File: config.mk
export PLATFORM = sky130hd
export DESIGN_NAME = ifetch_unit_flat
export DESIGN_NICKNAME = d
export VERILOG_FILES = /design/src/rtl/ifetch_if.sv /design/src/rtl/ifetch_unit.sv /design/src/flat_wrapper.sv
export SDC_FILE = /design/constraint.sdc
export NUM_CORES = 1
export LEC_CHECK = 0
export BUFFER_PORTS_ARGS = -buffer_cell sky130_fd_sc_hd__buf_2
export CAP_MARGIN = 5
export CORE_MARGIN = 2
export CORE_UTILIZATION = 30
export CTS_BUF_LIST = sky130_fd_sc_hd__clkbuf_8
export DETAILED_ROUTE_END_ITERATION = 12
export PLACE_DENSITY = 0.59
export SYNTH_ARGS = -nofsm -noshare
export SYNTH_HDL_FRONTEND = slang
export SYNTH_SLANG_ARGS = --single-unit
File: constraint.sdc
create_clock -name clk -period 6.5 [get_ports clk]
set_input_delay 0.65 -clock clk [delete_from_list [all_inputs] [get_ports clk]]
set_output_delay 0.65 -clock clk [all_outputs]
set_load 0.02 [all_outputs]
File: src/rtl/ifetch_if.sv
// ifetch_if: bus between the instruction fetch unit and its neighbours.
//   Instruction ROM side : imem_addr (fetch address), imem_data (combinational word)
//   Downstream side      : instr_valid/instr_ready handshake, instr_out, instr_pc
//   Redirect controls    : jump_en/jump_index, branch_en/branch_offset
//   Status               : fetch_count (instructions consumed since reset)
// The master modport is the fetch unit. The slave modport is the environment,
// which combines the ROM and the consumer.
interface ifetch_if;
  logic [31:0] imem_addr;
  logic [31:0] imem_data;
  logic        instr_valid;
  logic        instr_ready;
  logic [31:0] instr_out;
  logic [31:0] instr_pc;
  logic        jump_en;
  logic [25:0] jump_index;
  logic        branch_en;
  logic [15:0] branch_offset;
  logic [31:0] fetch_count;

  modport master (
    output imem_addr, instr_valid, instr_out, instr_pc, fetch_count,
    input  imem_data, instr_ready, jump_en, jump_index, branch_en, branch_offset
  );

  modport slave (
    input  imem_addr, instr_valid, instr_out, instr_pc, fetch_count,
    output imem_data, instr_ready, jump_en, jump_index, branch_en, branch_offset
  );
endinterface

File: src/rtl/ifetch_unit.sv
// ifetch_unit: sequential instruction fetch feeding a 2-entry {pc, instr} buffer.
//   clk   : sole clock; all state changes happen on the rising edge
//   reset : asynchronous, active-high
//   bus   : ifetch_if.master
//           - imem_addr is the pc register
//           - the ROM answers imem_data in the same cycle
//           - the buffer head is presented as instr_out/instr_pc under instr_valid
//           - jump/branch redirect from the head, flush the buffer and consume the head
//           - fetch_count counts consumed heads
// Parameter RESET_PC: first fetch address after reset.
module ifetch_unit #(
  parameter logic [31:0] RESET_PC = 32'h0000_0000
) (
  input logic clk,
  input logic reset,
  ifetch_if.master bus
);

  typedef struct packed {
    logic [31:0] pc;
    logic [31:0] instr;
  } entry_t;

  localparam logic [1:0] EMPTY = 2'd0;
  localparam logic [1:0] PART  = 2'd1;
  localparam logic [1:0] FULL  = 2'd2;

  logic [1:0]  state;
  logic [31:0] pc;
  entry_t      head;   // oldest entry
  entry_t      tail;   // second entry; meaningful only in FULL
  logic [31:0] count;

  logic        valid;
  logic        pop;
  logic        redirect;
  logic        capture;
  logic [31:0] seq_pc;
  logic [31:0] br_off;
  logic [31:0] target;
  entry_t      fetched;

  assign valid    = (state == PART) || (state == FULL);
  assign pop      = valid && bus.instr_ready;
  assign redirect = valid && (bus.jump_en || bus.branch_en);
  // While FULL, a slot frees up only when the head leaves on the same edge.
  assign capture  = !redirect && ((state != FULL) || pop);

  // Redirect targets are relative to the instruction after the head.
  assign seq_pc  = head.pc + 32'd4;
  assign br_off  = {{14{bus.branch_offset[15]}}, bus.branch_offset, 2'b00};
  // The jump wins when both redirect requests are raised together.
  assign target  = bus.jump_en ? {seq_pc[31:28], bus.jump_index, 2'b00}
                               : seq_pc + br_off;
  assign fetched = '{pc: pc, instr: bus.imem_data};

  always_ff @(posedge clk or posedge reset) begin
    if (reset) begin
      state <= EMPTY;
      pc    <= RESET_PC;
      head  <= '0;
      tail  <= '0;
      count <= '0;
    end else begin
      // A redirect consumes the head even when downstream is not ready.
      if (pop || redirect)
        count <= count + 32'd1;

      if (redirect) begin
        state <= EMPTY;
        pc    <= target;
      end else if (capture) begin
        pc <= pc + 32'd4;
        case (state)
          EMPTY: begin
            head  <= fetched;
            state <= PART;
          end
          PART: begin
            if (pop) begin
              head <= fetched;
            end else begin
              tail  <= fetched;
              state <= FULL;
            end
          end
          default: begin
            // FULL with a pop: shift the queue forward and append the new entry.
            head <= tail;
            tail <= fetched;
          end
        endcase
      end
      // There is no remaining case that changes state. Without a capture or a
      // redirect the buffer is FULL with no pop, so everything holds.
    end
  end

  assign bus.imem_addr   = pc;
  assign bus.instr_valid = valid;
  assign bus.instr_out   = head.instr;
  assign bus.instr_pc    = head.pc;
  assign bus.fetch_count = count;

endmodule

File: src/flat_wrapper.sv
// flat-port wrapper written by rule: the top's interface ports become plain ports
module ifetch_unit_flat 
#(
  parameter logic [31:0] RESET_PC = 32'h0000_0000
)
  (clk, reset, bus_imem_addr, bus_instr_valid, bus_instr_out, bus_instr_pc, bus_fetch_count, bus_imem_data, bus_instr_ready, bus_jump_en, bus_jump_index, bus_branch_en, bus_branch_offset);
  ifetch_if bus_i ();
  input logic clk;
  input logic reset;
  output wire logic [$bits(bus_i.imem_addr)-1:0] bus_imem_addr;
  output wire logic [$bits(bus_i.instr_valid)-1:0] bus_instr_valid;
  output wire logic [$bits(bus_i.instr_out)-1:0] bus_instr_out;
  output wire logic [$bits(bus_i.instr_pc)-1:0] bus_instr_pc;
  output wire logic [$bits(bus_i.fetch_count)-1:0] bus_fetch_count;
  input wire logic [$bits(bus_i.imem_data)-1:0] bus_imem_data;
  input wire logic [$bits(bus_i.instr_ready)-1:0] bus_instr_ready;
  input wire logic [$bits(bus_i.jump_en)-1:0] bus_jump_en;
  input wire logic [$bits(bus_i.jump_index)-1:0] bus_jump_index;
  input wire logic [$bits(bus_i.branch_en)-1:0] bus_branch_en;
  input wire logic [$bits(bus_i.branch_offset)-1:0] bus_branch_offset;
  assign bus_imem_addr = bus_i.imem_addr;
  assign bus_instr_valid = bus_i.instr_valid;
  assign bus_instr_out = bus_i.instr_out;
  assign bus_instr_pc = bus_i.instr_pc;
  assign bus_fetch_count = bus_i.fetch_count;
  assign bus_i.imem_data = bus_imem_data;
  assign bus_i.instr_ready = bus_instr_ready;
  assign bus_i.jump_en = bus_jump_en;
  assign bus_i.jump_index = bus_jump_index;
  assign bus_i.branch_en = bus_branch_en;
  assign bus_i.branch_offset = bus_branch_offset;
  ifetch_unit #(.RESET_PC(RESET_PC)) u_core (.clk(clk), .reset(reset), .bus(bus_i));
endmodule
==> impl_metrics.csv, run 1 <==
group,metric,value,unit
outcome,status,"finished, final reports clean",
setup_path,critPathSlowestCell,"nor3_1",
worst_hold_path,hold_path_class,"input port to asynchronous set/reset pin",
sta,holdWs,0.2976,ns
grt,grt_pass1_vias,9341,
synth,ys_ff_latch,194,
placement,hpwlAfterDp,24340,um
grt,grt_pass1_wl,52470,um
synth,synthFlopType,"dfrtp_1",
clocking,htree_levels,4,
synth,ys_seq_area_share,43.64,%
route,wl_per_cell,18.30,um
sta,fin_crit_sh,66.98,%
synth,syn_area,0.01112,mm^2
setup_path,crit_required,6.88,ns
synth,synthMuxAreaShare,12.77,%
sta,finalSetupTns,0,ns
sta,tightest_slew,1.033,ns
final_layout,drive_gt1_share,24.48,%
setup_path,rr_worst_depth,15,
sta,setup_viol,0,
setup_path,path_buf_inv,0,
placement,place_area,0.01258,mm^2
floorplanning,die_area,0.03863,mm^2
synth,yosys.area.top_type_share,43.64,%
floorplanning,die_h,196.6,um
setup_path,critPathLaunchType,"register",
sta,maxSlewHeadroom,31.14,%
setup_path,crit_cells,15,
floorplanning,io_pins,208,
floorplanning,start_util,30.46,%
route,vias_per_cell,5.224,
route,drc_errors,0,
sta,hold_violations,0,
sta,rsz0062_at_grt,"no",
final_layout,register_area,0.004855,mm^2
placement,gp_congestion,0.8938,
floorplanning,die_x,196.6,um
synth,synth-simple-area-share,15.22,%
pwr,p_leak,5.771,nW
clocking,post-cts-setup-buffers,0,
grt,grt_usage,17.48,%
setup_path,critical-path-max-stage-delay,0.53,ns
final_layout,num-nets-final,1443,
setup_path,critPathKind,"register to register",
synth,avgSynthCellArea,9.723,um^2
route,dr.pass1.iters,5,
sta,clock.fmax,229.7,MHz
clocking,ctsHoldBuffers,0,
synth,synth_area_leaders,"dfrtp_1, mux2i_1, mux2_2, a21oi_1, ha_1",
synth,yosysUniqueCellTypes,66,
final_layout,fillCellCount,3707,
grt,grt_max_degree,120,
setup_path,worstPathMaxFanout,8,
pwr,powerDensity,569.9,mW/mm^2
placement,port_buffers,207,
synth,synth_xor_area_share,6.524,%
setup_path,worstSetupEndpointType,"register",
clocking,cts-root-buf,"clkbuf_8",
route,antenna_left,0,
setup_path,cp_top_family,"simple AND/OR/NAND/NOR gates",
grt,grt_antenna_before_repair,4,
synth,synth-edff-count,0,
flow_run,max_cap_violations,0,
sta,maxSlewViolCount,0,
route,drt-initial-drc-count,669,
pwr,vdd_drop_max,284.5,uV
route,via_count,9430,
clocking,cts_tree,"built",
floorplanning,row_count,70,
sta,fin_crit,4.354,ns
final_layout,fin_area,0.01300,mm^2
synth,yosysMostFrequentCell,"dfrtp_1",
clocking,clk_latency,0.51,ns
synth,synth-compound-area-share,14.40,%
sta,clock_skew,0.02969,ns
floorplanning,core_area,0.03652,mm^2
clocking,cts_max_path_buffers,2,
setup_path,worstPathCellList,"and4_1 -> nand3_1 -> or2_2 -> nor3_1 -> nand2_1 -> xnor2_1 -> ha_1 -> a21o_1 -> a21o_1 -> a21oi_1 -> mux2i_1 -> o31ai_1 -> a31oi_1 -> a211o_1 -> nand3_1",
synth,yosys.area.top_type,"dfrtp_1",
grt,grt_overflow,0,
synth,synth_warnings,0,
clocking,post_cts_resized,0,
clocking,numCtsBuffers,17,
synth,ys_top_cells_by_count,"dfrtp_1, a21oi_1, nor2_1",
clocking,clk_transition_reported_paths,0.11,ns
final_layout,multi_input_area,0.005987,mm^2
synth,syn_nets,1264,
synth,synthCells,1144,
setup_path,critPathArrivalTime,4.74,ns
route,routed_wl,33030,um
synth,async_flop_share,100.0,%
synth,synth_top_family_by_area,"simple AND/OR/NAND/NOR gates",
synth,synth_fa_ha_area_share,4.679,%
clocking,clkSinkCount,194,
final_layout,area_growth,16.84,%
==> placed cells by master, fill, tap and decap left out, types with 6 or more instances in the layout <==
cell type / count
a21o_1: 19
a21oi_1: 127
a31oi_1: 17
and3_1: 11
and4_1: 13
buf_2: 207
buf_4: 6
clkbuf_8: 17
clkinv_8: 6
dfrtp_1: 194
ha_1: 40
inv_1: 15
mux2_2: 63
mux2i_1: 71
nand2_1: 88
nand3_1: 42
nand4_1: 22
nor2_1: 120
nor2b_1: 6
nor3_1: 16
nor4_1: 9
o21ai_0: 48
o221ai_1: 6
xnor2_1: 55
xor2_1: 26
==> cell families after synthesis <==
family,after synthesis
fa+ha+maj,41
simple gates,354
mux,134
compound gates,270
buf+inv,69
flops,194
xor+xnor,82
==> layout make-up <==
cell class	count	area share, %
Multi-Input combinational cell	881	46.07
Sequential cell	194	37.35
Timing Repair Buffer	213	8.318
Tap cell	468	4.506
Clock buffer	17	1.800
Clock inverter	15	1.415
Inverter	16	0.5199
Antenna cell	1	0.01925
==> where the power goes <==
group	switching (mW)	leakage (nW)	internal (mW)
combinational	2.54	3.27	1.70
sequential	0.571	2.30	1.77
clock	0.526	0.200	0.296
total	3.64	5.77	3.77
==> per-layer routing <==
| layer | wire length [um] | share of wire (%) | track usage, % |
|---|---|---|---|
| met5 | 40 | 0.12 | 0 |
| met4 | 932 | 2.8 | 6.930 |
| met3 | 1812 | 5.5 | 3.867 |
| met2 | 15780 | 48 | 28.79 |
| met1 | 14460 | 44 | 22.35 |
==> per-stage QoR <==
step                      util [%]  std cells  power [mW]  setup WS (ns)
final                        35.58       1805       7.407          2.146
after detailed placement     34.43       1772       6.618          2.195
after global placement       34.43       1772       6.528          2.215
after CTS                    35.58       1804       7.467          2.162
after global routing         35.58       1804       8.048          1.858
after floorplan                  -       1144       5.364         0.5661
==> registers in the layout (all words and copies together), names as in the netlist <==
name and cells:
u_core.tail 64, u_core.bus.fetch_count 32, u_core.bus.imem_addr 32, u_core.bus.instr_out 32, u_core.bus.instr_pc 32, u_core.state 2
==> path summary, 6_finish.rpt <==
kind | slack (ns) | from | end
setup reg to reg | 2.15 | u_core.bus.instr_pc[8] | u_core.bus.imem_addr[31]
min in group clk | 0.38 | bus_jump_index[3] | u_core.bus.imem_addr[5]
setup / recovery | 2.15 | u_core.bus.instr_pc[8] | u_core.bus.imem_addr[31]
hold / removal | 0.30 | reset | u_core.bus.instr_out[12]
hold reg to reg | 0.48 | u_core.bus.fetch_count[31] | u_core.bus.fetch_count[31]
max in group asynchronous | 4.57 | reset | u_core.bus.instr_pc[30]
Power figures use the tool's default switching activity.
==> run 2: changes to the inputs <==
--- a/config.mk
+++ b/config.mk
@@ -5,13 +5,14 @@
 export SDC_FILE = /design/constraint.sdc
 export NUM_CORES = 1
 export LEC_CHECK = 0
+export ABC_AREA = 1
 export BUFFER_PORTS_ARGS = -buffer_cell sky130_fd_sc_hd__buf_2
 export CAP_MARGIN = 5
 export CORE_MARGIN = 2
 export CORE_UTILIZATION = 30
 export CTS_BUF_LIST = sky130_fd_sc_hd__clkbuf_8
 export DETAILED_ROUTE_END_ITERATION = 12
-export PLACE_DENSITY = 0.59
+export PLACE_DENSITY = 0.61
 export SYNTH_ARGS = -nofsm -noshare
 export SYNTH_HDL_FRONTEND = slang
 export SYNTH_SLANG_ARGS = --single-unit
==> constraint.sdc (replaced) <==
create_clock -name clk -period 3.55 [get_ports clk]
set_input_delay 0.355 -clock clk [delete_from_list [all_inputs] [get_ports clk]]
set_output_delay 0.355 -clock clk [all_outputs]
set_load 0.02 [all_outputs]
==> run 2 against run 1 <==
Compared with the run above: sequential power fell by 3%; final cell count rose by 37%; hold slack got worse by 0.19 ns; fmax rose by 31%; area after synthesis rose by 12%; clock power rose by 89%.
==> impl_metrics.csv, run 2 <==
group,metric,value,unit
worst_hold_path,hold_depth,3,
setup_path,worstPathCellList,"ha_2 -> nand3_1 -> nor4_2 -> buf_4 -> nand3_1 -> nor3_4 -> xor2_1 -> inv_1 -> ha_1 -> buf_4 -> nand2_1 -> inv_1 -> a21oi_1 -> nor2_1 -> nor2_1 -> nand4_1 -> nand3_1 -> nand2_1 -> a21oi_2",
clocking,numCtsBuffers,17,
setup_path,crit_cells,19,
sta,maxSlewHeadroom,21.79,%
route,wl_per_cell,17.08,um
setup_path,critPathSlowestCell,"dfrtp_1",
synth,synth_fa_ha_area_share,4.196,%
route,drt-initial-drc-count,775,
clocking,cts_tree,"built",
setup_path,crit_required,3.99,ns
synth,yosysMostFrequentCell,"nand2_1",
synth,synthMuxAreaShare,0.09077,%
sta,clock.fmax,300.7,MHz
grt,gr-usage-met3,3.722,%
route,dr.pass1.iters,6,
synth,async_flop_share,100.0,%
grt,grt_overflow,0,
synth,synth-edff-count,0,
floorplanning,row_count,74,
setup_path,critical-path-max-stage-delay,0.39,ns
grt,top_usage_layer,"met2",
synth,yosysUniqueCellTypes,44,
setup_path,cp_top_family,"simple AND/OR/NAND/NOR gates",
setup_path,cp-endpoint,"u_core.bus.imem_addr[27]",
route,routed_wl,42360,um
placement,port_buffers,207,
outcome,status,"finished, final reports clean",
grt,grt_pass1_wl,67870,um
final_layout,num-nets-final,2056,
setup_path,worstReg2RegStart,"u_core.bus.instr_pc[2]",
route,antenna_left,0,
sta,setup_viol,0,
setup_path,critPathKind,"register to register",
final_layout,mostFrequentLayoutCell,"nand2_1",
floorplanning,core_area,0.04083,mm^2
synth,syn_nets,1841,
synth,synth_area_leaders,"dfrtp_1, nand2_1, inv_1, o21ai_0, nor2_1",
setup_path,reg2reg_setup_slack,0.22,ns
setup_path,worstSetupEndpointType,"register",
pwr,powerDensity,284.1,mW/mm^2
grt,grt_usage,19.96,%
synth,synth_xor_area_share,5.224,%
pwr,vdd_drop_max,233.7,uV
clocking,cts_max_path_buffers,2,
synth,ys_top_cells_by_count,"nand2_1, inv_1, dfrtp_1",
sta,rsz0062_at_grt,"yes",
setup_path,reg2reg_to,"u_core.bus.imem_addr[27]",
placement,gp_congestion,0.9643,
floorplanning,io_pins,208,
setup_path,worstPathMaxFanout,3,
grt,grt_max_degree,166,
clocking,clk_transition_reported_paths,0.11,ns
pwr,p_int,3.062,mW
sta,clock_skew,0.01937,ns
sta,holdWs,0.1040,ns
worst_hold_path,hold_path_class,"input port to register",
synth,yosys.area.top_type_share,39.13,%
clocking,cts-root-buf,"clkbuf_8",
route,via_count,12030,
floorplanning,die_area,0.04299,mm^2
placement,place_area,0.01427,mm^2
grt,grt_pass1_vias,11970,
floorplanning,die_x,207.4,um
clocking,clk_latency,0.52,ns
setup_path,critPathLaunchType,"register",
final_layout,largest_reg_flops,64,
final_layout,drive_gt1_share,17.30,%
synth,synth_warnings,0,
flow_run,max_cap_violations,0,
setup_path,path_buf_inv,4,
synth,avgSynthCellArea,7.208,um^2
synth,yosys.area.top_type,"dfrtp_1",
clocking,clkSinkCount,194,
synth,syn_area,0.01241,mm^2
synth,ys_ff_latch,194,
pwr,p_seq_share,54.0,%
pwr,p_sw,1.131,mW
setup_path,cpMostUsedCell,"nand3_1",
sta,maxSlewViolCount,0,
setup_path,cp-startpoint,"u_core.bus.instr_pc[2]",
synth,synth-simple-area-share,26.93,%
floorplanning,start_util,30.38,%
final_layout,antenna_cells,0,
placement,hpwlAfterDp,32830,um
setup_path,critPathArrivalTime,3.77,ns
pwr,pwr-share-comb,9.0,%
setup_path,rr_worst_depth,19,
synth,synth_top_family_by_area,"simple AND/OR/NAND/NOR gates",
sta,fin_crit,3.326,ns
grt,grt_antenna_before_repair,0,
pwr,p_total,4.194,mW
final_layout,fillCellCount,4391,
synth,synth-compound-area-share,15.21,%
final_layout,regMostFlops,"u_core.tail",
clocking,htree_levels,4,
final_layout,area_growth,18.97,%
synth,synthFlopType,"dfrtp_1",
route,vias_per_cell,4.850,
final_layout,fin_area,0.01476,mm^2
synth,synthCells,1721,
sta,fin_crit_sh,93.69,%
synth,ys_seq_area_share,39.13,%
pwr,p_leak,7.680,nW
route,drc_errors,0,
pwr,power_frac_clock,37.0,%
floorplanning,die_h,207.4,um
pwr,p_sw_share,26.97,%
final_layout,final_cell_mix,"nand2_1, inv_1, buf_2",
sta,hold_violations,0,
grt,grt_use_met2,32.44,%
grt,grtUsageMet1,26.71,%
sta,tightest_slew,1.173,ns
==> run 2: cell types whose count changed in the layout (fill, tap and decap cells not counted), moves of 36 or more <==
cell / delta
mux2i_1: -71
xnor2_1: -43
o211ai_1: +40
nand2_1: +386
mux2_2: -62
o21a_1: +38
buf_4: +39
xor2_1: +36
o21ai_0: +102
a21oi_1: -72
nor2_1: +44
inv_1: +215
==> run 2: worst min-delay path by stage <==
stage                            endpoint  slack [ns]         startpoint
after floorplan            u_core.tail[0]        0.45     u_core.tail[0]
after global placement    u_core.tail[12]        0.47    u_core.tail[12]
after detailed placement  u_core.tail[24]        0.47    u_core.tail[24]
after CTS                  u_core.tail[3]        0.06   bus_imem_data[3]
after global routing       u_core.tail[0]        0.07   bus_imem_data[0]
final                     u_core.tail[29]        0.10  bus_imem_data[29]
==> run 2: through the flow <==
stage / TNS [ns] / instances / worst slack, ns / utilization, %
2_1_floorplan: 0 / 1721 / 0.4671 / -
3_3_place_gp: 0 / 2447 / 0.2211 / 34.94
3_5_place_dp: 0 / 2447 / 0.1390 / 34.94
4_1_cts: 0 / 2479 / 0.1046 / 35.96
5_1_grt: -0.1656 / 2480 / -0.06740 / 36.15
6_report: 0 / 2480 / 0.2241 / 36.15
==> run 2: area by class of cell <==
class	instances	area, um^2	area share (%)
Clock buffer	20	275.3	1.865
Clock inverter	11	130.1	0.8817
Inverter	231	870.8	5.900
Multi-Input combinational cell	1235	6499	44.03
Sequential cell	194	4855	32.89
Tap cell	532	665.6	4.510
Timing Repair Buffer	257	1464	9.919
==> run 2: cells by family (layout without fill, tap and decap cells) <==
logic type / after synthesis / count (layout)
AO/OA/AOI/OAI: 322 / 322
flip-flops: 194 / 194
buffers and inverters: 292 / 519
adder cells (fa/ha/maj): 41 / 41
AND/OR/NAND/NOR: 797 / 797
multiplexers: 1 / 1
XOR/XNOR: 74 / 74
==> run 2: repair_timing <==
| item | in CTS | in global routing |
|---|---|---|
| hold buffers | 1 | 0 |
| gates resized for setup | 0 | 18 |
| endpoints found under the setup margin | 0 | 9 |
| buffers inserted | 0 | 1 |
| endpoints found under the hold margin | 29 | 0 |
==> run 2: power groups by stage <==
stage | clock [mW] | sequential (mW) | combinational [mW]
4_1_cts | 1.63 | 2.27 | 0.378
5_1_grt | 1.70 | 2.27 | 0.425
3_5_place_dp | 0 | 2.31 | 0.376
6_report | 1.55 | 2.27 | 0.376
3_3_place_gp | 0 | 2.31 | 0.373
2_1_floorplan | 0 | 2.33 | 0.199
==> run 2: worst min-delay path: stages <==
cell     delay [ns]
buf_2          0.10
inv_1          0.05
o21ai_0        0.08
==> run 2: per-layer routing <==
metal  share of wire (%)  wire length (um)
met5                   0                 0
met4                 2.3               973
met3                 6.1              2598
met2                  47             19820
met1                  45             18970
